$ cat src/rtl/tick_divider_pkg.sv
// Shared types and default constants for the tick_divider block.
package tick_divider_pkg;

  localparam int          DEF_CNT_W    = 29;
  localparam int unsigned DEF_RESET_TC = 399_999_999;

  // STOP: idle with nothing pending; RUN: counting; PEND: counting with a
  // shadow terminal count waiting for the next wrap.
  typedef enum logic [1:0] {
    ST_STOP = 2'd0,
    ST_RUN  = 2'd1,
    ST_PEND = 2'd2
  } state_t;

endpackage

$ cat src/rtl/tick_divider_tc_compare.sv
// Equality comparator between the running counter and a terminal count.
module tc_compare #(
  parameter int CNT_W = 8
) (
  input  logic [CNT_W-1:0] a,
  input  logic [CNT_W-1:0] b,
  output logic             eq
);

  assign eq = (a == b);

endmodule

$ cat src/rtl/tick_divider.sv
// Programmable tick divider: counts enabled cycles and pulses tick every
// TC+1 of them. A new terminal count is taken through a valid/ready
// handshake; while running it is parked in a shadow register and applied
// on the next wrap so the current period is never cut short.
// Optional build macro TICK_DIVIDER_HALF_EN adds a square-wave output half.
module tick_divider
  import tick_divider_pkg::*;
#(
  parameter int          CNT_W    = DEF_CNT_W,
  parameter int unsigned RESET_TC = DEF_RESET_TC
) (
  input  logic             clk,
  input  logic             rst_n,
  input  logic             en,
  input  logic             clr,
  input  logic             tc_valid,
  input  logic [CNT_W-1:0] tc_data,
  output logic             tc_ready,
  output logic             tick,
  output logic [CNT_W-1:0] count
`ifdef TICK_DIVIDER_HALF_EN
  ,
  output logic             half
`endif
);

  localparam logic [CNT_W-1:0] RESET_TC_V = CNT_W'(RESET_TC);

  state_t           state_q, state_d;
  logic [CNT_W-1:0] count_q;
  logic [CNT_W-1:0] tc_act_q;
  logic [CNT_W-1:0] tc_sh_q;
  logic             at_tc;
  logic             hs;
  logic             wrap;
  logic             load_now;

  tc_compare #(.CNT_W(CNT_W)) u_cmp_wrap (
    .a  (count_q),
    .b  (tc_act_q),
    .eq (at_tc)
  );

  assign tc_ready = (state_q != ST_PEND);
  assign hs       = tc_valid & tc_ready;
  // Wrap ignores clr: a clear on the wrapping edge still releases the shadow.
  assign wrap     = en & at_tc;
  assign tick     = en & ~clr & at_tc;
  // In STOP the offered value becomes active at once and restarts the period.
  assign load_now = hs & (state_q == ST_STOP);
  assign count    = count_q;

  // State register.
  // NOTE: sequential state uses non-blocking assignments so every register
  // samples pre-edge values regardless of block ordering.
  always_ff @(posedge clk or negedge rst_n) begin
    if (!rst_n) state_q <= ST_STOP;
    else        state_q <= state_d;
  end

  // Next-state logic; a RUN handshake takes precedence over en dropping so
  // the offered value is never lost.
  // NOTE: state_d gets a default before the case so no path infers a latch.
  always_comb begin
    state_d = state_q;
    case (state_q)
      ST_STOP: if (en) state_d = ST_RUN;
      ST_RUN: begin
        if (hs)       state_d = ST_PEND;
        else if (!en) state_d = ST_STOP;
      end
      ST_PEND: if (wrap) state_d = ST_RUN;
      default: state_d = ST_STOP;
    endcase
  end

  // Active and shadow terminal counts; reset discards any pending shadow.
  always_ff @(posedge clk or negedge rst_n) begin
    if (!rst_n) begin
      tc_act_q <= RESET_TC_V;
      tc_sh_q  <= '0;
    end else begin
      if (load_now)                         tc_act_q <= tc_data;
      else if (state_q == ST_PEND && wrap)  tc_act_q <= tc_sh_q;
      if (hs && state_q == ST_RUN)          tc_sh_q  <= tc_data;
    end
  end

  // Period counter: clear and immediate load restart it, en advances it.
  always_ff @(posedge clk or negedge rst_n) begin
    if (!rst_n)                count_q <= '0;
    else if (clr || load_now)  count_q <= '0;
    else if (en)               count_q <= at_tc ? '0 : count_q + CNT_W'(1);
  end

`ifdef TICK_DIVIDER_HALF_EN
  logic half_q;
  logic at_mid;
  logic inc;

  tc_compare #(.CNT_W(CNT_W)) u_cmp_mid (
    .a  (count_q),
    .b  (tc_act_q >> 1),
    .eq (at_mid)
  );

  // Counter advances (or wraps) normally this edge.
  assign inc = en & ~clr & ~load_now;

  // Square wave: flip at wrap and at floor(TC/2) -> +1; with TC=0 both
  // compares hit together and only the wrap flip happens.
  always_ff @(posedge clk or negedge rst_n) begin
    if (!rst_n)                      half_q <= 1'b0;
    else if (inc && (at_tc || at_mid)) half_q <= ~half_q;
  end

  assign half = half_q;
`else
  // Square-wave output not built.
`endif

endmodule

$ cat config.mk
export PLATFORM = sky130hd
export DESIGN_NAME = tick_divider
export DESIGN_NICKNAME = d
export VERILOG_FILES = /design/src/rtl/tick_divider_pkg.sv /design/src/rtl/tick_divider_tc_compare.sv /design/src/rtl/tick_divider.sv
export SDC_FILE = /design/constraint.sdc
export NUM_CORES = 1
export LEC_CHECK = 0
export CAP_MARGIN = 20
export CORE_MARGIN = 4
export CORE_UTILIZATION = 54
export CTS_CLUSTER_SIZE = 20
export DETAILED_ROUTE_END_ITERATION = 10
export PLACE_DENSITY = 0.86
export SLEW_MARGIN = 40
export SYNTH_ARGS = -nofsm -noshare
export SYNTH_HDL_FRONTEND = slang
export SYNTH_SLANG_ARGS = --single-unit
$ cat constraint.sdc
create_clock -name clk -period 2.36 [get_ports clk]
set_input_delay 0.59 -clock clk [delete_from_list [all_inputs] [get_ports clk]]
set_output_delay 0.59 -clock clk [all_outputs]
set_load 0.01 [all_outputs]
# Yosys cells after proc, flatten, opt, wreduce, memory -nomap -nowiden
# Index checks and enable logic that the tools add are counted.
# classes
n_addsub	1
eq_ne	7
n_mux	10
bitwise	6
reduce_logical	7
# op_table
cell	n
2-to-1 mux 29 bit	5
adder 29 x 1 -> 29 bit (second input constant)	1
== test 29 bit	1
2-to-1 mux 2 bit	4
!= test 2 bit (second input constant)	3
case mux 2 bit (3 select lines)	1
AND 1 bit	5
nonzero test 2 bit	2
!= test 3 bit (second input constant)	1
AND reduction 3 bit	1
== test 2 x 1 -> 1 bit (second input constant)	1
== test 2 bit (second input constant)	1
logical AND 1 bit	2
zero test 2 bit	1
logical OR 1 bit	1
inverter 1 bit	1
# word_totals
regBits	89
input_bits	34
out_inout_bits	31
elab_cells	35

# Depth between registers and ports, before layout
# logic_depth
ltp_word	5
mapped_depth	8
ltp_nobuf	7

# Modules after synthesis
# A second synthesis with hierarchy kept.
# unflattened
hier_cells	421
hier_area_um2	4469.3
# modules_own_cells
module	n_inst	cells_per_inst	area_each_um2	seq_area_each_um2
tick_divider	1	382	4149.0	2253.4
tc_compare	1	39	320.3	0.0

# Least setup slack after synthesis
# No wires, ideal clock.
# synth_timing
path_kind	register to output
start	register count_q[8], in the netlist count[8]
end	output tick
arrival_time_ns	1.580
required_time_ns	1.770
setup_slack_ns	0.190
path_stages_with_launch	5
n_path_buf	0
path_cell_list	dfrtp_1 > xor2_1 > nor4_1 > nand4_1 > nor4_1
# synth_between
elab_chain_cells	2
# synth_lines
element	line_no	source
start: declaration	tick_divider.sv:30	logic [CNT_W-1:0] count_q;
start signal: assignment	tick_divider.sv:93	else if (en) count_q <= at_tc ? '0 : count_q + CNT_W'(1);
== test 29 bit	tick_divider_tc_compare.sv:10	assign eq = (a == b);
AND 1 bit	tick_divider.sv:48	assign tick = en & ~clr & at_tc;
end: declaration	tick_divider.sv:19	output logic tick,
# No other way between the ends.

# Final worst setup path
# layout_timing
start	register tc_act_q[26]
end	register tc_act_q[14]
# layout_between
elab_chain_cells	4
# layout_lines
element	line_no	source
start: declaration	tick_divider.sv:31	logic [CNT_W-1:0] tc_act_q;
start signal: assignment	tick_divider.sv:83	if (load_now) tc_act_q <= tc_data;
start signal: assignment	tick_divider.sv:84	else if (state_q == ST_PEND && wrap) tc_act_q <= tc_sh_q;
== test 29 bit	tick_divider_tc_compare.sv:10	
AND 1 bit	tick_divider.sv:47	assign wrap = en & at_tc;
logical AND 1 bit	tick_divider.sv:84	
nonzero test 2 bit (no line)	--	
# No other way between the ends.
# A chain may end at the register's enable or synchronous reset.

==> results.yml <==
min_path:
  hold_path_class: "input pin to asynchronous set/reset pin"
finish:
  regArea_um2: 2250
  layout.nets: 596
  layout_common_cells: "67 x dfrtp_1, 67 x buf_4, 62 x clkdlybuf4s50_1"
  drive_gt1_frac: 0.373
  multiInputGateArea_um2: 2450
  synthToLayoutAreaGrowth_pct: 45.6
  nFillCells: 381
  antenna_cells: 0
  final_util: 0.822
critical_path:
  crit_arrival_ps: 3210
  critPathKind: "flop to flop"
  required_ps: 2590
  critPathMaxFanout: 8
  start_kind: "flop"
  end_kind: "flop"
synth:
  synthCells: 418
  ys.warnings.count: 0
  synth-seq-area-share: 0.506
  syn_avg_cell_area_um2: 10.7
  synthesis.nets: 453
  synthFlopType: "dfrtp_1"
  synth_edf_count: 0
  synth_seq_cells: 89
  ys_types: 46
  synthesis.area_um2: 4450
  synth-async-reset-ratio: 1.00
clock_network:
  cts_tree: "yes"
  clockRootBuffer: "clkbuf_8"
  htreeDepth: 3
  clockBufferDepth: 2
  worstSkewPairLatency_ps: 380
  clock_sinks: 89
  cts_buffers: 9
  clk_pin_slew_worst_paths_ps: 100
  ctsHoldBuffers: 0
detailed_routing:
  drcViolationCount: 0
  vias_per_cell: 6.65
  drt_pre_antenna_iters: 7
  drt_iter0_drc: 595
  wl_um: 17200
  wl_per_cell_um: 25.8
  vias: 4440
  postRouteAntennaNets: 0
place:
  io_buffers: 64
  place.gp.congestion: 0.989
  dp_slack_ps: -243
  dpl.hpwl_um: 8880
sta:
  rsz0062_at_grt: "true"
  whs_ps: 174
  fmax_ghz: 0.335
  skew_ps: 19.0
  slew_headroom: 0.626
  setup_viol: 60
  final.setup.worst_slack_ps: -622
  worst_slew_pin_slew_ps: 559
  min_period_ps: 2980
  finalMaxSlewViolations: 0
  hold_violations: 0
  period_share: 1.26
floorplan:
  die_w_um: 98.8
  initial_core_util: 0.565
  num_rows: 32
  die_height_um: 98.8
  ios: 65
  die_area_um2: 9770
  coreArea_um2: 7890
grt:
  grtUsageTotal: 0.301
  grt.overflow.total: 0
  grt_pass1_vias: 4129
  grt_max_degree: 51
  antenna_found_initial: 0
  grt_pass1_wl_um: 22600
pwr:
  leakage_nw: 2.72
  power_density_nw_per_um2: 884
  vdd_ir_drop_max_mv: 0.674
outcome:
  outcome: "finished with violations"
  violations: "negative setup slack"
run:
  maxCapViolCount: 0
## Yosys cell counts, types with 3 or more instances
cell       n  area share
o31ai_1    5      0.0084
or4_1      3      0.0051
xor2_1    33       0.065
o21ai_0   11       0.012
dfrtp_1   68        0.38
mux2_2    29       0.073
dfstp_2   21        0.12
nor2_1    25       0.021
xnor2_1    8       0.016
nand3_1    8      0.0090
inv_1      4      0.0034
mux2i_1   30       0.067
o2bb2a_1   6       0.013
nand2b_1   3      0.0042
nand4_1    8       0.011
nor4_1    11       0.015
and3_1     7      0.0098
nand2_1   55       0.046
o21ai_1   32       0.036
clkbuf_1  12       0.010
nor3_1     9       0.010
and2_1     3      0.0042
## power breakdown
group          switching [mW]  internal, mW  leakage, nW
clock network           0.608         0.421       0.0939
registers               0.538          2.17         1.09
logic                    1.01         0.984         1.54
## per-stage QoR
step	cells	instance area [µm²]	TNS [ps]	total power, mW
after global placement	622	5620	-572	3.87
after global routing	668	6480	-20280	5.91
after detailed placement	622	5620	-1860	3.98
after floorplan	418	4450	0	3.36
final	668	6480	-22670	5.74
after CTS	648	5970	-2340	5.06
## worst max-delay path: stages, from the launching register on
cell,delay (ps)
dfstp_2,570
xor2_1,100
nor4_1,420
nand4_1,320
buf_4,240
buf_6,120
nor4_4,290
buf_4,190
buf_12,150
mux2i_1,300
o21ai_1,130
## registers in the layout, indices dropped and copies added (netlist names)
| signal | count |
|---|---|
| tc_act_q | 29 |
| tc_sh_q | 29 |
| count | 29 |
| state_q | 2 |
## worst paths after layout
kind / depth (start not counted) / slack (ps) / end / start
min in group clk: 1 / 520 / tc_sh_q[19]$_DFFE_PN0P_ / tc_sh_q[19]$_DFFE_PN0P_
setup reg to reg: 10 / -620 / tc_act_q[14]$_DFFE_PN0P_ / tc_act_q[26]$_DFFE_PN1P_
hold reg to reg: 1 / 520 / tc_sh_q[19]$_DFFE_PN0P_ / tc_sh_q[19]$_DFFE_PN0P_
hold / removal: 1 / 170 / tc_sh_q[9]$_DFFE_PN0P_ / rst_n
setup / recovery: 10 / -620 / tc_act_q[14]$_DFFE_PN0P_ / tc_act_q[26]$_DFFE_PN1P_
max in group asynchronous: 2 / 1450 / tc_act_q[4]$_DFFE_PN1P_ / rst_n
## layout make-up
type                       instances  area share
clock inverter                     5     0.00617
timing repair buffer             149       0.225
multi-input combinational        308       0.377
inverter                           4     0.00232
sequential                        89       0.348
tap                              102      0.0197
clock buffer                      11      0.0218
## timing repair
action / 4_1_cts / 5_1_grt
gates resized for setup: 15 / 74
cloned: 3 / 2
setup endpoints to repair: 22 / 59
pin swaps: 9 / 21
setup buffers: 7 / 22
## logic make-up after synthesis
group	Yosys count	synth area share
AO/OA/AOI/OAI	63	0.0860
XOR/XNOR	41	0.0806
adder cells (fa/ha/maj)	1	0.00281
buffers and inverters	21	0.0244
flip-flops	89	0.506
multiplexers	59	0.141
AND/OR/NAND/NOR	144	0.160
## metal layers
metal / vias up / track usage / wire length, µm
met5: - / 0 / 0
met4: 0 / 0.128 / 995
met3: 105 / 0.0807 / 2070
met2: 408 / 0.485 / 7930
met1: 2159 / 0.386 / 6240
li1: 1768 / - / -
Power figures use the tool's default switching activity.
